## src/rtl/display_controller.sv

```systemverilog
// rtl/display_controller.sv - guess entry, history browsing and cursor blink timing
// for a four-LED colour guessing display.
module display_controller #(
    parameter int BLINK_DIV  = 25000000,
    parameter int HIST_DEPTH = 8
) (
    input  logic        clk,
    input  logic        rst,
    input  logic        btn_left,
    input  logic        btn_right,
    input  logic        btn_color,
    input  logic        btn_submit,
    input  logic        btn_mode,
    output logic        blink_enable,
    output logic [1:0]  blink_led,
    output logic        blink_tick,
    output logic [2:0]  guess_rgb0,
    output logic [2:0]  guess_rgb1,
    output logic [2:0]  guess_rgb2,
    output logic [2:0]  guess_rgb3,
    output logic [2:0]  history_rgb0,
    output logic [2:0]  history_rgb1,
    output logic [2:0]  history_rgb2,
    output logic [2:0]  history_rgb3,
    output logic [4:0]  hist_count,
    output logic [3:0]  hist_index,
    output logic        guess_valid,
    output logic [11:0] guess_word
);

    localparam int          IW       = $clog2(HIST_DEPTH);
    localparam logic [4:0]  DEPTH    = 5'(HIST_DEPTH);
    localparam logic [25:0] DIV_LAST = 26'(BLINK_DIV - 1);

    typedef enum logic [1:0] {S_GUESS, S_COMMIT, S_HISTORY} state_t;

    state_t      r_state;
    state_t      w_next;
    logic        r_blink_en;
    logic [1:0]  r_led;
    logic [25:0] r_cnt;
    logic        r_tick;
    logic [2:0]  r_guess [0:3];
    logic [4:0]  r_hist_count;
    logic [3:0]  r_hist_index;
    logic [11:0] r_mem [0:HIST_DEPTH-1];

    logic        w_commit;
    logic        w_led_inc;
    logic        w_led_dec;
    logic        w_color;
    logic        w_idx_inc;
    logic        w_idx_dec;
    logic        w_enter_hist;
    logic [4:0]  w_cnt_m1;
    logic [11:0] w_hist_entry;

    assign w_cnt_m1 = r_hist_count - 5'd1;

    // Only the highest-priority asserted button is decoded into an action.
    always_comb begin
        w_next       = r_state;
        w_commit     = 1'b0;
        w_led_inc    = 1'b0;
        w_led_dec    = 1'b0;
        w_color      = 1'b0;
        w_idx_inc    = 1'b0;
        w_idx_dec    = 1'b0;
        w_enter_hist = 1'b0;
        case (r_state)
            S_GUESS: begin
                if (btn_mode) begin
                    w_next       = S_HISTORY;
                    w_enter_hist = 1'b1;
                end else if (btn_submit) begin
                    if (r_hist_count < DEPTH) begin
                        w_next   = S_COMMIT;
                        w_commit = 1'b1;
                    end
                end else if (btn_color) begin
                    w_color = 1'b1;
                end else if (btn_right) begin
                    w_led_inc = 1'b1;
                end else if (btn_left) begin
                    w_led_dec = 1'b1;
                end
            end
            S_COMMIT: w_next = S_GUESS;
            S_HISTORY: begin
                if (btn_mode) begin
                    w_next = S_GUESS;
                end else if (btn_submit || btn_color) begin
                    w_next = S_HISTORY;
                end else if (btn_right) begin
                    w_idx_inc = (r_hist_count != 5'd0);
                end else if (btn_left) begin
                    w_idx_dec = (r_hist_count != 5'd0);
                end
            end
            default: w_next = S_GUESS;
        endcase
    end

    always_ff @(posedge clk) begin
        if (rst) r_state <= S_GUESS;
        else     r_state <= w_next;
    end

    always_ff @(posedge clk) begin
        if (rst) begin
            r_blink_en   <= 1'b1;
            r_led        <= 2'd0;
            r_cnt        <= 26'd0;
            r_tick       <= 1'b0;
            r_hist_count <= 5'd0;
            r_hist_index <= 4'd0;
            for (int i = 0; i < 4; i++) r_guess[i] <= 3'b001;
        end else begin
            r_blink_en <= (w_next != S_HISTORY);
            // User activity restarts the blink phase so the cursor is visible at once.
            if (w_led_inc || w_led_dec || w_color) begin
                r_cnt  <= 26'd0;
                r_tick <= 1'b0;
            end else if (r_cnt == DIV_LAST) begin
                r_cnt  <= 26'd0;
                r_tick <= 1'b1;
            end else begin
                r_cnt  <= r_cnt + 26'd1;
                r_tick <= 1'b0;
            end
            if (w_led_inc) r_led <= r_led + 2'd1;
            if (w_led_dec) r_led <= r_led - 2'd1;
            if (w_color)
                r_guess[r_led] <= (r_guess[r_led] == 3'd7) ? 3'd1 : r_guess[r_led] + 3'd1;
            if (w_commit) r_hist_count <= r_hist_count + 5'd1;
            if (w_enter_hist)
                r_hist_index <= (r_hist_count == 5'd0) ? 4'd0 : w_cnt_m1[3:0];
            else if (w_idx_inc)
                r_hist_index <= (r_hist_index == w_cnt_m1[3:0]) ? 4'd0 : r_hist_index + 4'd1;
            else if (w_idx_dec)
                r_hist_index <= (r_hist_index == 4'd0) ? w_cnt_m1[3:0] : r_hist_index - 4'd1;
        end
    end

    // History storage carries no reset; hist_count alone marks which entries are valid.
    always_ff @(posedge clk) begin
        if (w_commit && !rst) r_mem[r_hist_count[IW-1:0]] <= guess_word;
    end

    assign w_hist_entry = (r_hist_count != 5'd0) ? r_mem[r_hist_index[IW-1:0]] : 12'd0;

    assign blink_enable = r_blink_en;
    assign blink_led    = r_led;
    assign blink_tick   = r_tick;
    assign guess_rgb0   = r_guess[0];
    assign guess_rgb1   = r_guess[1];
    assign guess_rgb2   = r_guess[2];
    assign guess_rgb3   = r_guess[3];
    assign guess_word   = {r_guess[3], r_guess[2], r_guess[1], r_guess[0]};
    assign history_rgb0 = w_hist_entry[2:0];
    assign history_rgb1 = w_hist_entry[5:3];
    assign history_rgb2 = w_hist_entry[8:6];
    assign history_rgb3 = w_hist_entry[11:9];
    assign hist_count   = r_hist_count;
    assign hist_index   = r_hist_index;
    assign guess_valid  = (r_state == S_COMMIT) && !rst;

endmodule

```

## config.mk

```make
export PLATFORM = sky130hd
export DESIGN_NAME = display_controller
export DESIGN_NICKNAME = d
export VERILOG_FILES = /design/src/rtl/display_controller.sv
export SDC_FILE = /design/constraint.sdc
export NUM_CORES = 1
export LEC_CHECK = 0
export BUFFER_PORTS_ARGS = -buffer_cell sky130_fd_sc_hd__buf_2
export CELL_PAD_IN_SITES_DETAIL_PLACEMENT = 0
export CELL_PAD_IN_SITES_GLOBAL_PLACEMENT = 1
export CORE_ASPECT_RATIO = 0.7
export CORE_UTILIZATION = 37
export DETAILED_ROUTE_END_ITERATION = 10
export GPL_ROUTABILITY_DRIVEN = 0
export HOLD_SLACK_MARGIN = 0.08
export PLACE_DENSITY_LB_ADDON = 0.1
export SYNTH_ARGS = -nofsm -noshare
export SYNTH_HDL_FRONTEND = slang
export SYNTH_SLANG_ARGS = --single-unit
```

## constraint.sdc

```tcl
create_clock -name clk -period 6.4 [get_ports clk]
set_input_delay 0 -clock clk [delete_from_list [all_inputs] [get_ports clk]]
set_output_delay 0 -clock clk [all_outputs]
set_load 0.05 [all_outputs]
```

==> summary by stage, run 1 <==
Timing
The final period utilization is a little over two fifths. The count of final max-slew check failures is 0. The time the worst path needs with I/O delays and setup is around 2.8 ns. Setup repair after global routing left no endpoint under its margin. The relative max-transition margin is between 15 and 20%. The achievable frequency is approximately 360 MHz.

The worst-margin pin slew is between 1 and 1.5 ns. The final hold violation count is 0. The clock arrives with 0.0125 ns of skew. The final setup violation count is 0. The summed negative setup slack over all endpoints is 0 ns.

The setup slack of the critical path after layout is between 3 and 4 ns.

Run
Across the run, the number of max-cap violations was 0.

Floorplanning
For this configuration, the core starts out at a cell density of 38.4%. Measured along the x axis, the die boundary spans between 150 and 200 µm. After floorplanning, the core was sized to cover about 17000 µm². Pin placement for this block handled 57 I/O pins. The die is 115 µm tall.

The number of standard-cell rows in the floorplan is 40. The floorplan step defined a die boundary enclosing 18600 µm².

Critical path
In this design, the stage delay of the slowest critical-path cell is between 0.9 and 1 ns. The endpoint class of the critical path is a flop. The critical-path cell with the highest stage delay is sky130_fd_sc_hd__nor2_1. The cell family contributing the most delay on the critical path is simple AND/OR/NAND/NOR gates. The critical path crosses 5 cells after its start point.

The signal on the critical path passes through nor2_1 > and4b_1 > nor2b_1 > nand2_1 > nor2_1. The element type at the critical path start is a flop. The data arrival time at the worst-slack endpoint is ~2.8 ns. The most critical setup path has its endpoint at r_mem[7][4]. The startpoint of the most critical setup path is r_state[1]. In this run the critical register-to-register path is captured at r_mem[7][4]. The required time of the critical path is 6.43 ns. The launching point of the worst reg2reg path is r_state[1]. The logic depth of the worst register-to-register path is 5.

In this design, the critical path's most frequently occurring cell is sky130_fd_sc_hd__nor2_1. The type of the worst setup path is flop to flop. Of all nets on the critical path, the largest fanout is 12. The number of buffers and inverters on the critical path is 0. For flop-to-flop paths, the worst setup slack is approximately 3.6 ns.

Clocking
The cell sitting at the root of the clock tree is a sky130_fd_sc_hd__clkbuf_16. At the later pin of the worst-skew pair, clock insertion delay measures around 0.42 ns. The number of H-tree branching levels is 4. The tree built by TritonCTS fans out to between 150 and 200 sinks.

In this run the deepest clock path goes through 2 buffers. The CTS tree is done. The total CTS buffers is 17. After clock tree synthesis, the clock-pin slew on the worst setup and hold paths is ~0.06 ns. The count of buffers added by post-CTS timing repair for setup is 0.

Logic synthesis
The average cell area after synthesis is between 10 and 15 µm². Among all flip-flop cells after synthesis, the most frequent one is sky130_fd_sc_hd__edfxtp_1. The instance count of the mapped netlist is roughly 480.

The synthesized area is 6700 µm². The number of nets handed over by synthesis was between 400 and 500. After synthesis, the netlist uses 53 different library cells. In the synthesized netlist the async set-or-reset flop fraction comes to 0%. Yosys printed 0 warnings. In this run, synthesis inferred around 110 flip-flops with an integrated enable. In this run, synthesis produced a sequential element count of roughly 150. Summing the sequential cell areas from Yosys gives between 60% and 70% of the chip area.

Route
Once detail routing completed, the nets flagged for antenna violations numbered 0. For this block, the initial DRC count from the detailed router was approximately 350. Dividing the detail-routed wire length by the instance count gives around 19 µm. The first detailed-routing pass took 4 iterations.

The post-route DRC violation count is 0. After detailed routing, the number of vias per cell comes to about 5.1. The count of vias placed by the detailed router is between 3000 and 4000. Wires add up to around 14000 µm.

Layout
The filler cells instantiated in the layout total between 1500 and 2000. The total inserted antenna cells is 0. The post-route netlist has 24.0% of its cells at a drive strength greater than 1. Relative to the synthesized area, the layout overhead comes to 15.2%.

The count of nets after finishing is about 540. The register area is roughly 4200 µm². After routing the design area is 7710 µm². The area occupied by multi-input gates is between 2000 and 2500 µm². Cells fill 44.3% of the core in the end.

Global routing
The via count of the first global-routing pass was between 3000 and 4000. For this run the aggregate overflow at the end of global routing stands at 0. The initial antenna violation count is 0. Entering global routing, the biggest net connects 28 pins.

The wire length of the first global-routing pass is approximately 23000 µm. Global routing used about 17% of the available tracks.

Hold path
The classification of the worst-slack hold path is input port to flop.

Placed design
The worst setup timing slack at the placement stage is around 3.6 ns. The wire-length estimate of the detail-placed layout is about 9700 µm. The placed instances occupy a cell area of a little over 7000 µm². The number of input and output port buffers inserted is between 50 and 60.

Pwr
The total power draw is around 2.4 mW. The static leakage power is between 2 and 3 nW. The power per cell area is roughly 310 nW/µm². VDD sags by at most 131 µV.

Status
The run finished with clean final reports.
## registers in the layout, summed over array words and instances, names as in the netlist, named ones only
signal and flops:
blink_tick 1, r_cnt 26, r_mem 96, hist_count 5
hist_index 4, r_guess 12, r_state 2, blink_enable 1
blink_led 2
## worst reg2reg max path: stages (launching register included)
cell                      delay (ns)
sky130_fd_sc_hd__dfxtp_1        0.40
sky130_fd_sc_hd__nor2_1         0.24
sky130_fd_sc_hd__and4b_1        0.35
sky130_fd_sc_hd__nor2b_1        0.26
sky130_fd_sc_hd__nand2_1        0.18
sky130_fd_sc_hd__nor2_1         0.95
## logic make-up after synthesis
logic type                 count (synthesis)  share of synthesized area, %
and+or+nand+nor                          169                          13.8
DFF                                      154                          62.2
buffers and inverters                     48                          3.85
muxes                                     42                          11.3
xor gates and xnor gates                  35                          4.58
AOI/OAI and AO/OA                         27                          2.80
adders and majority gates                  8                          1.49
## routing by layer
layer / GRT usage (%) / wire (µm) / up-vias
met3: 4.74 / 944 / 14
li1: - / - / 1874
met4: 5.86 / 167 / 0
met2: 23.1 / 5970 / 83
met1: 24.8 / 7280 / 1932
met5: 0 / 0 / -
## cell usage after synthesis, drive strengths merged (3+ instances only)
| cell type | instances | area, µm² |
|---|---|---|
| dfxtp | 46 | 921 |
| a311oi | 3 | 26.3 |
| and2 | 9 | 56.3 |
| nand2b | 6 | 37.5 |
| nor3b | 5 | 47.5 |
| nand3 | 13 | 82.6 |
| buf | 22 | 160 |
| nand2 | 17 | 63.8 |
| edfxtp | 108 | 3240 |
| xor2 | 12 | 105 |
| inv | 11 | 41.3 |
| ha | 8 | 100 |
| xnor2 | 23 | 201 |
| clkbuf | 15 | 56.3 |
| nand4 | 6 | 43.8 |
| or2 | 4 | 25.0 |
| nor3 | 11 | 65.1 |
| mux4 | 27 | 608 |
| nor2 | 62 | 233 |
| nor2b | 4 | 25.0 |
| mux2i | 15 | 150 |
| nor4 | 10 | 62.6 |
| or3 | 6 | 42.5 |
| and3 | 4 | 25.0 |
| a21oi | 5 | 25.0 |
| and4 | 4 | 37.5 |
| o21ai | 5 | 25.0 |
## through the flow
stage               hold WS, ns  cells
global route              0.141    769
CTS                       0.103    769
finish                    0.120    769
global placement          0.414    736
detailed placement        0.424    736
floorplan                 0.213    483
## where the power goes
part	total (mW)	internal, mW	switching, mW
logic	0.265	0.0997	0.166
clock network	1.02	0.644	0.377
registers	1.11	1.08	0.0328
total	2.40	1.82	0.576
## how the worst min path moves through the flow
stage,startpoint,end,slack (ns),cells past startpoint
2_1_floorplan,btn_mode,blink_enable,0.21,2
3_3_place_gp,btn_mode,blink_enable,0.41,3
3_5_place_dp,btn_mode,blink_enable,0.42,3
4_1_cts,btn_color,flop,0.10,5
5_1_grt,btn_color,flop,0.14,5
6_report,btn_color,flop,0.12,5
## cell type report
cell class | instances | share of cell area (%)
clock buffer | 17 | 5.52
inverter | 11 | 0.535
tap | 231 | 3.75
sequential | 154 | 54.0
multi-input combinational | 281 | 29.7
timing repair buffer | 61 | 4.19
clock inverter | 14 | 2.32
## placed cells by master, fill, tap and decap left out, types with 5 or more instances in the layout
master,instances
sky130_fd_sc_hd__edfxtp_1,108
sky130_fd_sc_hd__clkbuf_16,17
sky130_fd_sc_hd__o21ai_0,5
sky130_fd_sc_hd__dfxtp_1,46
sky130_fd_sc_hd__nor2_1,62
sky130_fd_sc_hd__nand2b_1,6
sky130_fd_sc_hd__mux2i_1,15
sky130_fd_sc_hd__or3_1,5
sky130_fd_sc_hd__nor4_1,10
sky130_fd_sc_hd__nand3_1,11
sky130_fd_sc_hd__xor2_1,12
sky130_fd_sc_hd__inv_1,11
sky130_fd_sc_hd__and2_1,9
sky130_fd_sc_hd__buf_2,56
sky130_fd_sc_hd__xnor2_1,23
sky130_fd_sc_hd__nand2_1,17
sky130_fd_sc_hd__ha_1,8
sky130_fd_sc_hd__nor3_1,7
sky130_fd_sc_hd__a21oi_1,5
sky130_fd_sc_hd__mux4_2,27
sky130_fd_sc_hd__nand4_1,5
## what timing repair did
action / in CTS / in global routing
gates resized for setup: 0 / 0
endpoints found under the hold margin: 11 / 0
hold buffers: 2 / 0
endpoints found under the setup margin: 0 / 0
No activity file was read; power rests on OpenSTA's default activity.
==> run 2, diff against run 1 <==
clock period = 2.9 ns   (was 6.4 ns; I/O delays follow)
==> run 2 against run 1 <==
Worst hold slack worse by 0.017 ns; clock power is 89% higher; via count is 1.7% higher; die area stayed put; clock skew is 0.0047 ns lower; utilization is 0.065 points lower; largest cell class unchanged.
==> summary by stage, run 2 (synthesis gave the netlist of run 1 again) <==
Route
The first detailed-routing pass took 4 iterations. The wire length after detailed routing is 13800 µm. The count of vias placed by the detailed router is between 3000 and 4000. Once detail routing completed, the nets flagged for antenna violations numbered 0. In the routed design, unresolved DRC markers number 0. The post-detailed-route via-to-cell ratio is just over 5. The detailed router finished its first iteration with between 200 and 250 violations. The wire length per cell after detailed routing is around 18 µm.

Critical path
The minimum setup slack among reg-to-reg paths is about 0.56 ns. The critical-path cell with the highest stage delay is sky130_fd_sc_hd__dfxtp_1. The largest fanout of any net on the critical path is 9.

The required time of the critical path is ~3.2 ns. The worst setup path is of the flop to flop kind. The element type at the critical path start is a flop.

The data arrival time at the worst-slack endpoint is between 2 and 3 ns. The worst setup path is captured at a flop. The largest stage delay on the critical path is around 0.56 ns. On the critical path the largest part of the delay comes from compound AO/OA/AOI/OAI gates. The launching point of the worst reg2reg path is hist_count[0]. Together, buffers and inverters on the worst path number 1. The path length in cells of the critical path is 7. For the worst flop-to-flop path, the logic depth is 7.

The startpoint of the most critical setup path is hist_count[0]. Traced cell by cell, the critical path runs through inv_1 > ha_1 > or4b_4 > nand4_2 > a31oi_1 > o21ai_0 > a311oi_1.

Floorplanning
The floorplan step set the die height to roughly 110 µm. For this design the top-level I/O count stands at 57. The starting utilization of the core area is roughly 38%. The number of standard-cell rows in the floorplan is 40. The area inside the core boundary is between 15000 and 20000 µm². From left edge to right edge, the die measures ~160 µm. The die covers ~19000 µm².

Global routing
The wire length of the first global-routing pass is between 20000 and 25000 µm. Entering global routing, the biggest net connects 27 pins. The met3 routing resource usage after global routing is 3.95%. The remaining global-route overflow is 0.

The most heavily used metal layer in global routing is met2. The met2 demand-to-capacity share in global routing is 24.7%. The global-route usage over all layers is between 15 and 20%.

The initial antenna violation count came to 0. In the global route stage, met1 resource usage came out at around 22%. The via count of the first global-routing pass came to about 4000.

Timing
On the final layout, the worst clock skew is between 0.007 and 0.008 ns. For the final routed database, the setup TNS stands at 0 ns. The final hold violation count came to 0. The achievable frequency is roughly 430 MHz. Of the available clock period, the critical path in the final layout requires 80.8%. The count of final max-slew check failures is 0. At the pin with the least slew margin, the transition time is approximately 0.89 ns. The time the worst path needs with I/O delays and setup is 2.34 ns. Headroom to the max-slew limit came out at around two fifths. The final worst hold slack is between 0.1 and 0.15 ns. Setup repair after global routing left no endpoint under its margin.

The final setup violation count is 0.

Layout
The register area is ~4200 µm². The most frequent standard cell in the layout excluding fill and tap cells is sky130_fd_sc_hd__edfxtp_1. The number of antenna diodes in the final layout is 0. The count of nets after finishing is 552. The fraction of layout instances using a drive strength above 1 is about a quarter. Fill cells in the final layout number 1627. The top cell types in the final layout, fill and taps aside, are 108 x sky130_fd_sc_hd__edfxtp_1, 62 x sky130_fd_sc_hd__nor2_1, 56 x sky130_fd_sc_hd__buf_2. The number of flip-flops under the largest register name is 96. In the final layout, the multi-input gates occupy 2290 µm². Cells fill ~44% of the core in the end. The layout overhead on the synthesized area is 15.0%.

Clocking
The maximum buffer depth of the clock tree is 2. The tree is rooted in a sky130_fd_sc_hd__clkbuf_16. The total clock sinks is between 150 and 200.

The clock slew at the register clock pins of the worst setup and hold paths is around 0.060 ns. The CTS tree is done. The number of H-tree branching levels is 4. At the later pin of the worst-skew pair, clock insertion delay measures about 0.42 ns. The total CTS buffers is 17.

In this run, post-CTS repair resized a total of 0 instances.

Placed design
The half-perimeter wire length of the detailed placement result is just under 9000 µm. During placement, the flow inserted port buffers numbering between 50 and 60.

Pwr
The static leakage power is around 2.6 nW. VDD sags by at most between 200 and 300 µV. The design draws ~5.0 mW. Power spread over the standard cell area amounts to between 600 and 700 nW/µm².

Hold path
The worst hold path belongs to the class input port to flop.

Run
The number of maximum-capacitance constraint violations is 0.

Status
The flow ran to the end, and the final reports show no timing, DRC or antenna violations.
## run 2: cell count changes in the layout (fill, tap and decap cells not counted), sizes merged
cell      delta
buf         +11
bufinv       -4
clkinv       +3
clkinvlp     +2
## run 2: worst min-delay path, stage by stage
cell,delay (ns)
sky130_fd_sc_hd__buf_2,0.11
sky130_fd_sc_hd__or3b_1,0.16
sky130_fd_sc_hd__nor4_1,0.09
sky130_fd_sc_hd__nand2_1,0.06
## run 2: worst min-delay path by stage
stage,cells after the start,end,slack [ns],start
6_report,4,r_guess[3][0],0.10,btn_submit
5_1_grt,4,r_guess[3][0],0.12,btn_submit
4_1_cts,4,r_guess[3][0],0.09,btn_submit
3_5_place_dp,3,blink_enable,0.42,btn_mode
3_3_place_gp,3,blink_enable,0.42,btn_mode
2_1_floorplan,2,blink_enable,0.21,btn_mode
## run 2: power by group
group / switching (mW) / internal, mW / leakage, nW
clock network: 0.862 / 1.07 / 0.238
logic: 0.353 / 0.224 / 1.03
registers: 0.0684 / 2.38 / 1.34
total: 1.28 / 3.67 / 2.61
## run 2: stage by stage
step	worst slack, ns	std cells	instance area, µm²
2_1_floorplan	0.284	483	6700
3_3_place_gp	0.743	747	7170
3_5_place_dp	0.621	747	7170
4_1_cts	0.578	781	7700
5_1_grt	0.358	781	7700
6_report	0.557	781	7700
## run 2: timing repair
action                                 CTS  global route
endpoints found under the hold margin   14             0
setup buffers                            0             0
hold buffers                             2             0
## run 2: final cells by class
cell class / count / share of cell area (%)
sequential: 154 / 54.1
multi-input combinational: 281 / 29.7
clock buffer: 17 / 5.52
timing repair buffer: 72 / 5.26
inverter: 11 / 0.536
tap: 231 / 3.75
clock inverter: 15 / 1.10
## run 2: layer usage
layer / routed length [µm] / part of all wire, % / vias up
met5: 0 / 0 / -
met4: 162 / 1.2 / 0
met3: 513 / 3.7 / 13
met2: 6290 / 46 / 70
met1: 6860 / 50 / 1988
li1: - / - / 1897
==> run 3, diff against run 2 <==
clock period = 2.2 ns   (was 2.9 ns; I/O delays follow)
==> run 3 against run 2 <==
Utilization is 1.9 points higher; flip-flop and latch count unchanged; clock power rose by 51%; cell count up 2.9%; clock skew grew 0.00076 ns; global-route usage shrank 0.096 points; non-clock buffer count is 23 higher; maximum frequency grew 13%; sequential power is 30% higher; cell area rose by 4.2%; register-to-register slack got worse by 0.42 ns; critical path depth unchanged; critical path type unchanged.
==> summary by stage, run 3 (synthesis gave the netlist of run 1 again) <==
Layout
The filler cells instantiated in the layout total 1534. The library cell used most frequently in the layout, excluding fill and tap cells, is sky130_fd_sc_hd__edfxtp_1. The total inserted antenna cells is 0. In the layout the commonest cells are 108 x sky130_fd_sc_hd__edfxtp_1, 62 x sky130_fd_sc_hd__nor2_1, 56 x sky130_fd_sc_hd__buf_2. The number of standard cells in the final layout excluding fillers is between 800 and 900. The layout overhead on the synthesized area is 19.9%. The register area is 4170 µm². The number of flip-flops under the largest register name is 96. The post-route netlist has 29.0% of its cells at a drive strength greater than 1. The area occupied by multi-input gates is approximately 2300 µm². The count of nets after finishing is 575.

Timing
The count of final max-slew check failures is 0. The setup slack of the critical path after layout is around 0.13 ns. Setup repair after global routing left no endpoint under its margin. The worst setup skew after layout is 0.00856 ns. In the finished design, the share of the clock period the worst path needs comes to 94.0%. The worst-margin pin slew is approximately 0.55 ns. The worst pin sits at a relative slew slack of a little over three fifths. The achievable frequency is 484 MHz. On the final layout, the worst hold slack is 0.117 ns.

The final hold violation count is 0. Setup violations remaining at the end of the flow were counted as 0. The time the worst path needs with I/O delays and setup is 2.07 ns.

Floorplanning
The number of standard-cell rows in the floorplan is 40. The floorplan step defined a die boundary enclosing ~19000 µm². The die width is around 160 µm. For this design the top-level I/O count stands at 57. The floorplan step set the die height to 115 µm. The starting utilization of the core area is 38.4%. After floorplanning, the core was sized to cover roughly 17000 µm².

Critical path
The signal on the critical path passes through inv_1 > ha_1 > or4b_4 > nand4_2 > a41oi_1 > or2_1 > a311oi_1. STA puts the critical path data arrival time at between 2 and 2.5 ns. The element type at the critical path start is a flop. The minimum setup slack among reg-to-reg paths is around 0.13 ns.

The type of the worst setup path is flop to flop. STA classifies the critical path endpoint as a flop. In this design, the stage delay of the slowest critical-path cell is approximately 0.48 ns. The largest fanout of any net on the critical path is 5. The largest individual stage delay along the critical path comes from the cell sky130_fd_sc_hd__or4b_4. At the worst endpoint, the required time is 2.53 ns.

Clocking
Counting along the longest clock path gives a buffer depth of 2. TritonCTS built the clock tree. In this run the number of H-tree levels came out at 4. Counting the buffers created by CTS gives 17. CTS placed an instance of sky130_fd_sc_hd__clkbuf_16 at the clock tree root. The total clock sinks is 154.

After clock tree synthesis, the clock-pin slew on the worst setup and hold paths is 0.06 ns. In this run, post-CTS repair resized a total of 0 instances. The later-pin clock latency in the skew report is about 0.42 ns.

Route
In the final routing, the length of wire on met1 measures around 6800 µm. The total length of routed met2 wires is approximately 6300 µm. The detailed route wirelength on metal3 is ~610 µm. The pre-antenna-repair detailed-routing pass consisted of 4 iterations. The count of vias placed by the detailed router is just under 4000. The post-detailed-route via-to-cell ratio is about 4.9.

The first routing iteration left between 150 and 200 violations. Summed over all layers, the routed wires come to 13800 µm. The wire length per cell after detailed routing is about 17 µm.

For this run, design rule violations remaining after detail routing come to 0. Once detail routing completed, the nets flagged for antenna violations numbered 0. The top layer used by detailed routing is met4.

Placed design
OpenSTA, run right after detailed placement, puts the worst setup slack at 0.176 ns. In this run the tool buffered the top-level ports with 56 buffer cells. Summed over all nets, the half-perimeter wirelength after detailed placement is about 9300 µm. The instance count after placement with tap cells included is a little under 800.

Pwr
The power per cell area is about 860 nW/µm². In this run the static leakage power is approximately 2.8 nW. The largest voltage drop on the vdd net is 385 µV.

Status
The flow ran to the end, and the final reports show no timing, DRC or antenna violations.

Global routing
The global-route usage over all layers is between 10% and 20%. Entering global routing, the biggest net connects 27 pins. The via count of the first global-routing pass was 4005. Global routing finished with a remaining overflow of 0. The wire length of the first global-routing pass is 22300 µm. The initial antenna violation count is 0.

Run
The tool flagged a number of max-cap violations equal to 0.

Hold path
The classification of the worst-slack hold path is input port to flop.
-- run 3: changes by cell type in the layout (fill, tap and decap cells not counted), sizes merged --
| cell | change |
|---|---|
| bufinv | +3 |
| clkbuf | +2 |
| clkinv | -3 |
| buf | +23 |
| clkinvlp | -2 |
-- run 3: final timing paths --
check	startpoint	to	cells after the start
worst max register to register	hist_count[0]	flop	7
worst max-delay path	hist_count[0]	flop	7
worst min-delay path	btn_submit	r_guess[3][0]	4
worst min register to register	r_cnt[0]	r_cnt[0]	1
-- run 3: critical path, delay by kind of cell (launching register included) --
| family | cells | cell delay, ns |
|---|---|---|
| adders and majority gates | 1 | 0.20 |
| buffers and inverters | 1 | 0.10 |
| and+or+nand+nor | 3 | 0.91 |
| DFF | 1 | 0.31 |
| AOI/OAI and AO/OA | 2 | 0.46 |
-- run 3: power breakdown --
part	switching (mW)	internal, mW	leakage (nW)	total (mW)
registers	0.0492	3.13	1.34	3.18
clock network	1.14	1.77	0.276	2.91
logic	0.508	0.324	1.16	0.832
-- run 3: routing by layer --
layer,track usage [%],vias up
met2,24.0,93
met5,0,-
met3,4.20,14
met1,22.7,1935
met4,5.42,0
li1,-,1930
-- run 3: cell type report --
cell class	instances	area share, %
tap	231	3.60
inverter	11	0.514
clock inverter	13	1.87
timing repair buffer	95	8.14
sequential	154	51.9
multi-input combinational	281	28.6
clock buffer	19	5.39
-- run 3: timing repair --
action	CTS	global route
setup buffers	0	0
endpoints found under the hold margin	14	0
hold buffers	2	0
endpoints found under the setup margin	0	0
-- run 3: metrics by stage --
step                power (mW)  TNS [ns]  instance area [µm²]  util [%]
CTS                       7.01         0                 8030      46.1
global route              7.20         0                 8030      46.1
floorplan                 3.88     -8.01                 6710         -
global placement          4.09         0                 7420      42.6
detailed placement        4.09         0                 7420      42.6
finish                    6.93         0                 8030      46.1
